## src/rtl/cmp_pkg.sv

```systemverilog
// Shared definitions for the iterative magnitude comparator: FSM state
// encoding, flag-vector bit positions and counter sizing helper.
package cmp_pkg;

  typedef enum logic [1:0] {
    CMP_IDLE = 2'd0,
    CMP_BUSY = 2'd1,
    CMP_DONE = 2'd2
  } cmp_state_e;

  // Bit positions for consumers that bundle {c,z,n} into one flag vector.
  localparam int unsigned FLAG_C = 2;
  localparam int unsigned FLAG_Z = 1;
  localparam int unsigned FLAG_N = 0;

  function automatic int unsigned cnt_width(input int unsigned nstep);
    return (nstep > 1) ? $clog2(nstep) : 1;
  endfunction

endpackage

```

## src/rtl/cmp_digit.sv

```systemverilog
// Combinational DIGIT-bit unsigned compare; res = {a > b, a < b}.
module cmp_digit #(
  parameter int unsigned DIGIT = 4
) (
  input  logic [DIGIT-1:0] a,
  input  logic [DIGIT-1:0] b,
  output logic [1:0]       res
);

  always_comb begin
    res = {(a > b), (a < b)};
  end

endmodule

```

## src/rtl/compare_iter.sv

```systemverilog
// Multi-cycle MSB-first magnitude comparator, DIGIT bits per BUSY cycle.
// Optional signed mode is enabled by defining CMP_SIGNED_EN.
module compare_iter
  import cmp_pkg::*;
#(
  parameter int unsigned WIDTH = 16,
  parameter int unsigned DIGIT = 4
) (
  input  logic             clk,
  input  logic             rst,
  input  logic             cs,
  input  logic             sgn,
  input  logic [WIDTH-1:0] A,
  input  logic [WIDTH-1:0] B,
  output logic             ready,
  output logic             done,
  output logic             c,
  output logic             z,
  output logic             n
);

  localparam int unsigned NSTEP = WIDTH / DIGIT;
  localparam int unsigned CW    = cnt_width(NSTEP);
  localparam logic [CW-1:0]    LAST = CW'(NSTEP - 1);
  localparam logic [WIDTH-1:0] MSB  = WIDTH'(1) << (WIDTH - 1);

  cmp_state_e       state_q, state_d;
  logic [WIDTH-1:0] a_q, b_q;
  logic [CW-1:0]    cnt_q;
  logic             gt_q, lt_q;
  logic             gt_d, lt_d;
  logic [1:0]       dig_res;
  logic             sgn_eff;

`ifdef CMP_SIGNED_EN
  assign sgn_eff = sgn;
`else
  logic sgn_unused;
  assign sgn_unused = sgn;
  assign sgn_eff    = 1'b0;
`endif

  cmp_digit #(.DIGIT(DIGIT)) u_digit (
    .a   (a_q[WIDTH-1 -: DIGIT]),
    .b   (b_q[WIDTH-1 -: DIGIT]),
    .res (dig_res)
  );

  // First differing digit decides; later digits cannot override it.
  always_comb begin
    gt_d = gt_q | (~gt_q & ~lt_q & dig_res[1]);
    lt_d = lt_q | (~gt_q & ~lt_q & dig_res[0]);
  end

  always_ff @(posedge clk) begin
    if (rst) state_q <= CMP_IDLE;
    else     state_q <= state_d;
  end

  always_comb begin
    state_d = state_q;
    ready   = 1'b0;
    done    = 1'b0;
    case (state_q)
      CMP_IDLE: begin
        ready = 1'b1;
        if (cs) state_d = CMP_BUSY;
      end
      CMP_BUSY: begin
        if (cnt_q == LAST) state_d = CMP_DONE;
      end
      CMP_DONE: begin
        done    = 1'b1;
        state_d = CMP_IDLE;
      end
      default: state_d = CMP_IDLE;
    endcase
  end

  always_ff @(posedge clk) begin
    if (rst) begin
      a_q   <= '0;
      b_q   <= '0;
      cnt_q <= '0;
      gt_q  <= 1'b0;
      lt_q  <= 1'b0;
      c     <= 1'b0;
      z     <= 1'b0;
      n     <= 1'b0;
    end else begin
      case (state_q)
        CMP_IDLE: begin
          if (cs) begin
            // Flipping both sign bits maps two's-complement order onto unsigned order.
            a_q   <= A ^ (sgn_eff ? MSB : '0);
            b_q   <= B ^ (sgn_eff ? MSB : '0);
            cnt_q <= '0;
            gt_q  <= 1'b0;
            lt_q  <= 1'b0;
          end
        end
        CMP_BUSY: begin
          a_q   <= a_q << DIGIT;
          b_q   <= b_q << DIGIT;
          cnt_q <= cnt_q + 1'b1;
          gt_q  <= gt_d;
          lt_q  <= lt_d;
          if (cnt_q == LAST) begin
            c <= gt_d;
            n <= lt_d;
            z <= ~gt_d & ~lt_d;
          end
        end
        default: ;
      endcase
    end
  end

endmodule
```

## config.mk

```make
export PLATFORM = sky130hd
export DESIGN_NAME = compare_iter
export DESIGN_NICKNAME = d
export VERILOG_FILES = /design/src/rtl/cmp_pkg.sv /design/src/rtl/cmp_digit.sv /design/src/rtl/compare_iter.sv
export SDC_FILE = /design/constraint.sdc
export NUM_CORES = 1
export LEC_CHECK = 0
export CAP_MARGIN = 10
export CORE_ASPECT_RATIO = 0.75
export CORE_MARGIN = 1
export CORE_UTILIZATION = 50
export DETAILED_ROUTE_END_ITERATION = 10
export DONT_BUFFER_PORTS = 1
export GPL_ROUTABILITY_DRIVEN = 1
export PLACE_DENSITY = 0.68
export SLEW_MARGIN = 30
export SYNTH_ARGS = -nofsm -noshare
export SYNTH_HDL_FRONTEND = slang
export SYNTH_SLANG_ARGS = --single-unit
```

## constraint.sdc

```tcl
create_clock -name clk -period 1.6 [get_ports clk]
set_input_delay 0.32 -clock clk [delete_from_list [all_inputs] [get_ports clk]]
set_output_delay 0.32 -clock clk [all_outputs]
set_load 0.005 [all_outputs]
```

---- Word level (Yosys, flattened, before mapping) ----
Cells that the tools add are included.
cells by class
  $add $sub $neg .......................... 1
  multiply operators ...................... 0
  divide/modulo/power cells ............... 0
  order comparisons ....................... 2
  equality and inequality tests ........... 5
  shift operators ......................... 0
  muxes and demuxes ....................... 14
  bitwise operators ....................... 10
  reductions and logical operators ........ 5
operators with widths
  operator               count
  $pmux W16 S2           2
  $mux W16               2
  $pmux W2 S2            2
  $mux W2                3
  $reduce_and A2 Y1      3
  $and A1 B1 Y1          4
  $eq A2 B2 Y1 const B   2
  $gt A4 B4 Y1           1
  $lt A4 B4 Y1           1
  $ne A2 B2 Y1 const B   2
  $not A1 Y1             4
  $pmux W1 S2            2
  $mux W1                3
  $add A2 B1 Y2 const B  1
  $eq A2 B1 Y1 const B   1
  $logic_not A2 Y1       1
  $or A1 B1 Y1           2
  $reduce_bool A2 Y1     1
storage, ports and cells
  flip-flop bits (word level) ............. 41
  latch bits .............................. 0
  RAM bits ................................ 0
  ROM bits ................................ 0
  bits of input ports ..................... 36
  output and inout bits ................... 5
  logic and storage cells ................. 46
  memories kept ........................... 0

---- Longest topological paths before layout ----
Gate-level depths: netlist (run 1).
  depth in word-level cells ............... 6
  mapped depth ............................ 6

---- Modules after synthesis ----
Synthesis (run 1) repeated with hierarchy kept, for this count alone.
unflattened totals
  cells, all modules ...................... 206
  area total of the unflattened synthesis .. 1,859.3 µm²
by module, submodules not included
  module        times used  cells each  area an instance (µm²)  sequential area each (µm²)
  compare_iter  1           191         1,745.4                 820.8
  cmp_digit     1           15          113.9                   0.0

---- Least setup slack after synthesis (run 1) ----
Ideal clock, no wire load.
  path type ............................... register to register
  start ................................... reg b_q[15]
  end ..................................... reg z
  library setup time ...................... 79 ps
  data arrival time ....................... 1,428 ps
  slack ................................... 93 ps
  cell stages (with the launch flop) ...... 7
  buffers on the path ..................... 0
  cells stage by stage .................... dfxtp_1 > inv_1 > ha_1 > a41oi_1 > or2_1 > a211o_1 > a211oi_2
on the way
  cells in the longest elaborated chain, start to end .. 5
ends and longest elaborated chain
  what                                                 RTL line                                text
  from (decl)                                          compare_iter.sv:28                      logic [WIDTH-1:0] a_q, b_q;
  from (signal assigned)                               compare_iter.sv:96                      b_q <= B ^ (sgn_eff ? MSB : '0);
  from (signal assigned)                               compare_iter.sv:104                     b_q <= b_q << DIGIT;
  $gt A4 B4 Y1 / $lt A4 B4 Y1 (equally long branches)  cmp_digit.sv:11                         res = {(a > b), (a < b)};
  $and A1 B1 Y1 (on tied branches)                     compare_iter.sv:51, compare_iter.sv:52
  $or A1 B1 Y1 (on tied branches)                      compare_iter.sv:51, compare_iter.sv:52
  $not A1 Y1                                           compare_iter.sv:111                     z <= ~gt_d & ~lt_d;
  $and A1 B1 Y1 *                                      compare_iter.sv:111
  to (signal assigned)                                 compare_iter.sv:111
  to (decl)                                            compare_iter.sv:18                      output logic z,
Every way passes the cells marked *; elsewhere a longest branch is shown, timed or not.
A chain may end at the register's enable or synchronous reset.

---- Final worst setup path (run 1) ----
  start ................................... reg b_q[13]
  end ..................................... reg z
Same word-level chain as after synthesis.

==> impl_results.html, run 1 <==
<table>
<tr><th>Metric</th><th>Value</th></tr>
<tr><th colspan="2">Run status</th></tr>
<tr><td>Result of the run</td><td>complete, no violations</td></tr>
<tr><th colspan="2">Critical path</th></tr>
<tr><td>Critical-path cell with the highest stage delay</td><td>sky130_fd_sc_hd__dfxtp_2</td></tr>
<tr><td>Nature of the critical path endpoint</td><td>flop</td></tr>
<tr><td>Kind of cell adding the most delay to the critical path</td><td>compound AO/OA/AOI/OAI gates</td></tr>
<tr><td>Chain of cells forming the critical path</td><td>inv_1 -&gt; ha_4 -&gt; a41oi_1 -&gt; or2_1 -&gt; a211o_1 -&gt; a211oi_2</td></tr>
<tr><td>Number of buffer and inverter instances along the worst setup path</td><td>1</td></tr>
<tr><td>Critical path class</td><td>flop to flop</td></tr>
<tr><td>Required time of the critical path</td><td>1.82 ns</td></tr>
<tr><td>Crit path largest cell delay</td><td>0.33 ns</td></tr>
<tr><td>Data arrival time of the worst path</td><td>1.76 ns</td></tr>
<tr><td>Critical Path Start Type</td><td>flop</td></tr>
<tr><td>Largest fanout of any net on the critical path</td><td>2</td></tr>
<tr><th colspan="2">Clock tree</th></tr>
<tr><td>Total clock buffers created by CTS</td><td>5</td></tr>
<tr><td>Worst skew pair latency</td><td>0.30 ns</td></tr>
<tr><td>Buffer depth of the longest clock path</td><td>2</td></tr>
<tr><td>Clk slew on worst S/H paths</td><td>0.08 ns</td></tr>
<tr><td>H-tree depth</td><td>2</td></tr>
<tr><td>Master cell of the clock root buffer</td><td>sky130_fd_sc_hd__clkbuf_8</td></tr>
<tr><td>Clock tree from TritonCTS</td><td>yes</td></tr>
<tr><td>Number of sinks on the clock net</td><td>41</td></tr>
<tr><th colspan="2">STA</th></tr>
<tr><td>Number of max-slew violations in the final report</td><td>0</td></tr>
<tr><td>Number of setup violations in the final report</td><td>0</td></tr>
<tr><td>RSZ-0062 raised after global routing</td><td>false</td></tr>
<tr><td>Headroom to the max-slew limit</td><td>70.1%</td></tr>
<tr><td>Final critical-path share of the clock period</td><td>95.9%</td></tr>
<tr><td>Time the worst path needs with I/O delays and setup</td><td>1.53 ns</td></tr>
<tr><td>Final hold violation count</td><td>0</td></tr>
<tr><td>Transition time of the tightest slew-check pin</td><td>0.446 ns</td></tr>
<tr><td>Tightest hold margin</td><td>0.0815 ns</td></tr>
<tr><td>Worst setup skew after layout</td><td>0.00546 ns</td></tr>
<tr><td>Accumulated negative setup slack</td><td>0 ns</td></tr>
<tr><td>Max Fclk</td><td>652 MHz</td></tr>
<tr><th colspan="2">Power</th></tr>
<tr><td>Total leakage power</td><td>0.000827 µW</td></tr>
<tr><td>Worst supply voltage drop on vdd</td><td>0.674 mV</td></tr>
<tr><td>Total net switching power</td><td>605 µW</td></tr>
<tr><td>Proportion of power drawn by combinational gates</td><td>17.3%</td></tr>
<tr><td>Cell area power density</td><td>1010 mW/mm²</td></tr>
<tr><td>Clock share of power</td><td>30.4%</td></tr>
<tr><td>Sequential fraction of design power</td><td>52.3%</td></tr>
<tr><td>Switching part of the total power</td><td>27.6%</td></tr>
<tr><td>Internal cell power</td><td>1580 µW</td></tr>
<tr><th colspan="2">Detailed routing</th></tr>
<tr><td>Average wire per standard cell</td><td>14.2 µm</td></tr>
<tr><td>Drt pass-1 iters</td><td>4</td></tr>
<tr><td>Post-detailed-routing wire length</td><td>4.03 mm</td></tr>
<tr><td>Final antenna-violating net count</td><td>0</td></tr>
<tr><td>Via total after detailed routing</td><td>1560</td></tr>
<tr><td>Detailed router's first-iteration violation count</td><td>75</td></tr>
<tr><td># DRC</td><td>0</td></tr>
<tr><td>Average via count per standard cell</td><td>5.49</td></tr>
<tr><th colspan="2">Die</th></tr>
<tr><td>Die Footprint</td><td>0.00414 mm²</td></tr>
<tr><td>Die height</td><td>56.0 µm</td></tr>
<tr><td>Initial core utilization</td><td>52.8%</td></tr>
<tr><td>DIE WIDTH</td><td>74.0 µm</td></tr>
<tr><td>Placement row count</td><td>19</td></tr>
<tr><td>Standard cell core area</td><td>0.00368 mm²</td></tr>
<tr><td>Ports placed on the boundary</td><td>41</td></tr>
<tr><th colspan="2">Synth</th></tr>
<tr><td>Post-synth EDFFs</td><td>0</td></tr>
<tr><td>FFs w/ async S/R, synth</td><td>0%</td></tr>
<tr><td>Syn Area/Cell</td><td>8.34 µm²</td></tr>
<tr><td>Net Count, Synth</td><td>274</td></tr>
<tr><td>Synth Cell Area</td><td>0.00194 mm²</td></tr>
<tr><td>Prevailing post-synth register cell</td><td>sky130_fd_sc_hd__dfxtp_1</td></tr>
<tr><td>Sequential cell area fraction in the yosys report</td><td>42.2%</td></tr>
<tr><td>Unique masters post-synth</td><td>28</td></tr>
<tr><td>Yosys warns</td><td>0</td></tr>
<tr><td>Flip-flop and latch count after synthesis</td><td>41</td></tr>
<tr><td>Cells after Synth</td><td>233</td></tr>
<tr><th colspan="2">Finish</th></tr>
<tr><td>Share of layout cells above drive strength 1</td><td>16.8%</td></tr>
<tr><td>Layout overhead on the synthesized area</td><td>11.4%</td></tr>
<tr><td>Number of nets in the final layout</td><td>272</td></tr>
<tr><td>Fillcell total</td><td>341</td></tr>
<tr><td>Ant diodes</td><td>0</td></tr>
<tr><td>Final core utilization</td><td>58.8%</td></tr>
<tr><td>Multi-input combinational cell area</td><td>0.00107 mm²</td></tr>
<tr><td>Storage element area</td><td>826 µm²</td></tr>
<tr><th colspan="2">Global route</th></tr>
<tr><td>Total track usage</td><td>21.2%</td></tr>
<tr><td>Total congestion overflow</td><td>0</td></tr>
<tr><td>Via count of the first global-routing pass</td><td>1411</td></tr>
<tr><td>Number of antenna violations at the first check in global routing</td><td>0</td></tr>
<tr><td>Largest net degree at the start of global routing</td><td>50</td></tr>
<tr><td>Wire length of the first global-routing pass</td><td>6.67 mm</td></tr>
<tr><th colspan="2">Place</th></tr>
<tr><td>Weighted congestion reported at the end of routability-driven placement</td><td>0.774</td></tr>
<tr><td>Total of buffers placed on input and output ports</td><td>0</td></tr>
<tr><td>HPWL after DPL</td><td>2.72 mm</td></tr>
<tr><th colspan="2">Min path</th></tr>
<tr><td>Type of the tightest min-delay check</td><td>input port to flop</td></tr>
<tr><th colspan="2">Run</th></tr>
<tr><td>Maxcap violations</td><td>0</td></tr>
</table>
## through the flow
step,instance area (µm²),setup slack (ns),cells,power (µW)
finish,2170,0.0657,284,2190
global route,2170,0.000364,284,2300
CTS,2110,0.00740,282,2170
detailed placement,2010,0.0230,274,1510
global placement,2010,0.0333,274,1500
floorplan,1940,0.0930,233,1440
## cell families after synthesis
group | after synthesis | share of synthesized area, %
adder cells (fa/ha/maj) | 5 | 3.22
flip-flops | 41 | 42.2
AO/OA/AOI/OAI | 54 | 25.3
buffers and inverters | 22 | 5.60
AND/OR/NAND/NOR | 111 | 23.7
## routing by layer
layer,global-route usage [%],routed length [µm]
met5,0,0
met4,8.24,63
met3,5.43,153
met2,30.1,1740
met1,30.4,2080
## cells in the final DEF (no fill, tap or decap), drive strengths merged, types with 3 or more instances in the layout
cell,n
nand2,52
ha,5
inv,4
a211oi,4
nor2b,10
nor2,42
buf,9
a311oi,24
a21oi,9
o211ai,3
clkbuf,6
a2bb2oi,6
a22oi,3
dfxtp,41
## registers in the layout, indices dropped and copies added (netlist names)
name     cells
a_q         16
gt_q         1
c            1
b_q         16
n            1
lt_q         1
cnt_q        2
z            1
state_q      2
## power by group through the flow
stage	logic [µW]	clock network (µW)	registers (µW)
2_1_floorplan	291	0	1150
3_3_place_gp	338	0	1160
3_5_place_dp	345	0	1160
4_1_cts	353	672	1140
5_1_grt	425	721	1150
6_report	378	666	1150
## cells in the mapped netlist, types with 2 or more instances
cell	number	area share [%]
sky130_fd_sc_hd__a211o_1	2	0.90
sky130_fd_sc_hd__a211oi_1	3	1.2
sky130_fd_sc_hd__a21oi_1	9	2.3
sky130_fd_sc_hd__a22oi_1	3	1.2
sky130_fd_sc_hd__a2bb2oi_1	6	2.7
sky130_fd_sc_hd__a311oi_1	14	6.3
sky130_fd_sc_hd__a311oi_2	10	7.7
sky130_fd_sc_hd__buf_2	6	1.5
sky130_fd_sc_hd__buf_4	5	1.9
sky130_fd_sc_hd__clkbuf_1	6	1.2
sky130_fd_sc_hd__dfxtp_1	41	42
sky130_fd_sc_hd__ha_1	5	3.2
sky130_fd_sc_hd__inv_1	4	0.77
sky130_fd_sc_hd__nand2_1	52	10
sky130_fd_sc_hd__nand2b_1	2	0.64
sky130_fd_sc_hd__nor2_1	41	7.9
sky130_fd_sc_hd__nor2b_1	10	3.2
sky130_fd_sc_hd__o211ai_1	3	1.2
sky130_fd_sc_hd__or2_1	2	0.64
## area by class of cell
| cell class | instances | share of cell area, % |
|---|---|---|
| clock buffer | 6 | 3.35 |
| clock inverter | 2 | 0.462 |
| inverter | 4 | 0.693 |
| multi-input combinational | 170 | 49.5 |
| sequential | 41 | 38.1 |
| tap | 52 | 3.00 |
| timing repair buffer | 9 | 4.85 |
## final timing paths
check / from / endpoint / slack, ns / cells after the start
setup reg to reg: b_q[13]$_SDFFE_PP0P_ / z$_SDFFE_PP0P_ / 0.07 / 6
hold reg to reg: a_q[6]$_SDFFE_PP0P_ / a_q[10]$_SDFFE_PP0P_ / 0.47 / 2
hold / removal: rst / b_q[15]$_SDFFE_PP0P_ / 0.08 / 1
setup / recovery: b_q[13]$_SDFFE_PP0P_ / z$_SDFFE_PP0P_ / 0.07 / 6
## what timing repair did
action / in CTS / in global routing
resized for setup: 1 / 10
hold buffers: 0 / 0
pin swaps: 0 / 7
hold endpoints to repair: 0 / 0
endpoints found under the setup margin: 1 / 2
setup buffers: 0 / 2
(Power assumes the default switching activity.)
==> run 2: changes to the inputs <==
- GPL_ROUTABILITY_DRIVEN: 1 -> not set
- RECOVER_POWER: not set -> 25
==> run 2 against run 1 <==
Sequential share of layout area rose by 0.27 points. Clock power about the same. Final cell count unchanged. Clock skew rose by 0.0011 ns. Maximum frequency about the same. Wire length is essentially flat.
==> impl_results.html, run 2 (same netlist as run 1, synthesis figures left out) <==
<table>
<tr><th>Metric</th><th>Value</th></tr>
<tr><th colspan="2">Detailed routing</th></tr>
<tr><td>Post-detailed-routing wire length</td><td>4.04 mm</td></tr>
<tr><td>Detailed router's first-iteration violation count</td><td>75</td></tr>
<tr><td>Average via count per standard cell</td><td>5.51</td></tr>
<tr><td>Average wire per standard cell</td><td>14.2 µm</td></tr>
<tr><td>Via total after detailed routing</td><td>1564</td></tr>
<tr><td># DRC</td><td>0</td></tr>
<tr><td>Drt pass-1 iters</td><td>4</td></tr>
<tr><td>Final antenna-violating net count</td><td>0</td></tr>
<tr><th colspan="2">Die</th></tr>
<tr><td>DIE WIDTH</td><td>74.0 µm</td></tr>
<tr><td>Standard cell core area</td><td>0.00368 mm²</td></tr>
<tr><td>Ports placed on the boundary</td><td>41</td></tr>
<tr><td>Die height</td><td>56.0 µm</td></tr>
<tr><td>Placement row count</td><td>19</td></tr>
<tr><td>Die Footprint</td><td>0.00414 mm²</td></tr>
<tr><td>Initial core utilization</td><td>52.8%</td></tr>
<tr><th colspan="2">Power</th></tr>
<tr><td>Proportion of power drawn by combinational gates</td><td>17.2%</td></tr>
<tr><td>Internal cell power</td><td>1580 µW</td></tr>
<tr><td>Sequential fraction of design power</td><td>52.3%</td></tr>
<tr><td>Cell area power density</td><td>1020 mW/mm²</td></tr>
<tr><td>Switching part of the total power</td><td>27.7%</td></tr>
<tr><td>Clock share of power</td><td>30.5%</td></tr>
<tr><td>Total net switching power</td><td>607 µW</td></tr>
<tr><td>Total leakage power</td><td>0.000822 µW</td></tr>
<tr><td>Worst supply voltage drop on vdd</td><td>0.674 mV</td></tr>
<tr><th colspan="2">STA</th></tr>
<tr><td>Headroom to the max-slew limit</td><td>70.2%</td></tr>
<tr><td>Number of max-slew violations in the final report</td><td>0</td></tr>
<tr><td>Final hold violation count</td><td>0</td></tr>
<tr><td>RSZ-0062 raised after global routing</td><td>false</td></tr>
<tr><td>Max Fclk</td><td>651 MHz</td></tr>
<tr><td>Transition time of the tightest slew-check pin</td><td>0.445 ns</td></tr>
<tr><td>Number of setup violations in the final report</td><td>0</td></tr>
<tr><td>Worst setup skew after layout</td><td>0.00660 ns</td></tr>
<tr><td>Accumulated negative setup slack</td><td>0 ns</td></tr>
<tr><td>Time the worst path needs with I/O delays and setup</td><td>1.54 ns</td></tr>
<tr><td>Final critical-path share of the clock period</td><td>96.0%</td></tr>
<tr><th colspan="2">Critical path</th></tr>
<tr><td>Required time of the critical path</td><td>1.82 ns</td></tr>
<tr><td>Critical Path Start Type</td><td>flop</td></tr>
<tr><td>Largest fanout of any net on the critical path</td><td>2</td></tr>
<tr><td>Nature of the critical path endpoint</td><td>flop</td></tr>
<tr><td>Data arrival time of the worst path</td><td>1.76 ns</td></tr>
<tr><td>Critical path class</td><td>flop to flop</td></tr>
<tr><td>Worst setup slack for register-to-register paths</td><td>0.06 ns</td></tr>
<tr><th colspan="2">Clock tree</th></tr>
<tr><td>Buffer depth of the longest clock path</td><td>2</td></tr>
<tr><td>Hold bufs inserted after CTS</td><td>0</td></tr>
<tr><td>Number of sinks on the clock net</td><td>41</td></tr>
<tr><td>Total clock buffers created by CTS</td><td>5</td></tr>
<tr><td>Master cell of the clock root buffer</td><td>sky130_fd_sc_hd__clkbuf_8</td></tr>
<tr><td>Worst skew pair latency</td><td>0.30 ns</td></tr>
<tr><td>Clk slew on worst S/H paths</td><td>0.08 ns</td></tr>
<tr><td>H-tree depth</td><td>2</td></tr>
<tr><td>Clock tree from TritonCTS</td><td>yes</td></tr>
<tr><th colspan="2">Finish</th></tr>
<tr><td>Share of layout cells above drive strength 1</td><td>16.8%</td></tr>
<tr><td>Ant diodes</td><td>0</td></tr>
<tr><td>Number of nets in the final layout</td><td>272</td></tr>
<tr><td>Regs by FF count</td><td>a_q x16, b_q x16</td></tr>
<tr><td>Commonest cells after routing, fill and taps aside</td><td>sky130_fd_sc_hd__nand2_1 (52), sky130_fd_sc_hd__nor2_1 (41), sky130_fd_sc_hd__dfxtp_1 (37), sky130_fd_sc_hd__a311oi_1 (14), sky130_fd_sc_hd__a311oi_2 (10)</td></tr>
<tr><td>Final instance area</td><td>0.00215 mm²</td></tr>
<tr><td>Final core utilization</td><td>58.4%</td></tr>
<tr><td>Layout overhead on the synthesized area</td><td>10.6%</td></tr>
<tr><td>Commonest non-fill, non-tap cell in the layout</td><td>sky130_fd_sc_hd__nand2_1</td></tr>
<tr><th colspan="2">Place</th></tr>
<tr><td>HPWL after DPL</td><td>2.72 mm</td></tr>
<tr><td>Weighted congestion reported at the end of routability-driven placement</td><td>0.774</td></tr>
<tr><td>Placed inst area</td><td>0.00201 mm²</td></tr>
<tr><td>Total of buffers placed on input and output ports</td><td>0</td></tr>
<tr><th colspan="2">Run</th></tr>
<tr><td>Maxcap violations</td><td>0</td></tr>
<tr><th colspan="2">Min path</th></tr>
<tr><td>Type of the tightest min-delay check</td><td>input port to flop</td></tr>
<tr><th colspan="2">Global route</th></tr>
<tr><td>Wire length of the first global-routing pass</td><td>6.67 mm</td></tr>
<tr><td>Number of antenna violations at the first check in global routing</td><td>0</td></tr>
<tr><td>Via count of the first global-routing pass</td><td>1411</td></tr>
<tr><td>Largest net degree at the start of global routing</td><td>50</td></tr>
<tr><td>Total track usage</td><td>21.2%</td></tr>
<tr><td>Total congestion overflow</td><td>0</td></tr>
<tr><th colspan="2">Run status</th></tr>
<tr><td>Result of the run</td><td>complete, no violations</td></tr>
</table>
[run 2: timing repair]
action,CTS,global route
hold endpoints to repair,0,0
gates resized for setup,1,10
endpoints found under the setup margin,1,2
buffers inserted,0,2
pin swaps,0,7
[run 2: power by group through the flow]
| stage | logic [µW] | clock network [µW] | registers [µW] |
|---|---|---|---|
| global placement | 338 | 0 | 1160 |
| finish | 377 | 669 | 1150 |
| CTS | 353 | 672 | 1140 |
| global route | 425 | 721 | 1150 |
| detailed placement | 345 | 0 | 1160 |
| floorplan | 291 | 0 | 1150 |
[run 2: through the flow]
step           instances  total power [µW]  worst slack, ns  hold WS [ns]
2_1_floorplan        233              1440           0.0930         0.444
3_3_place_gp         274              1500           0.0333         0.390
3_5_place_dp         274              1510           0.0230         0.391
4_1_cts              282              2170          0.00740        0.0766
5_1_grt              284              2300         0.000404        0.0616
6_report             284              2190           0.0644        0.0796
[run 2: critical path: stages (launching register included)]
cell and delay [ns]:
sky130_fd_sc_hd__dfxtp_2 0.33, sky130_fd_sc_hd__inv_1 0.06, sky130_fd_sc_hd__ha_4 0.26, sky130_fd_sc_hd__a41oi_1 0.11, sky130_fd_sc_hd__or2_1 0.25, sky130_fd_sc_hd__a211o_1 0.28, sky130_fd_sc_hd__a211oi_2 0.16
[run 2: cell type report]
type / count / area, µm²
repair buffers: 9 / 90.1
fillers: 342 / 1530
inverters: 4 / 15.0
well taps: 52 / 65.1
multi-input cells: 170 / 1070
flip-flops and latches: 41 / 826
clock buffers: 6 / 72.6
clock inverters: 2 / 10.0
[run 2: metal layers]
layer	routed length, µm	GRT usage [%]	up-vias	share of wire (%)
li1	-	-	811	-
met1	2030	30.4	712	50
met2	1740	30.1	33	43
met3	206	5.43	8	5.1
met4	63	8.24	0	1.6
met5	0	0	-	0
[run 2: worst paths after layout]
path	from	to	cells after the start
worst min register to register	cnt_q[0]$_SDFFE_PP0P_	cnt_q[0]$_SDFFE_PP0P_	1
worst min-delay path	rst	b_q[15]$_SDFFE_PP0P_	1
worst max-delay path	b_q[13]$_SDFFE_PP0P_	z$_SDFFE_PP0P_	6
worst max register to register	b_q[13]$_SDFFE_PP0P_	z$_SDFFE_PP0P_	6
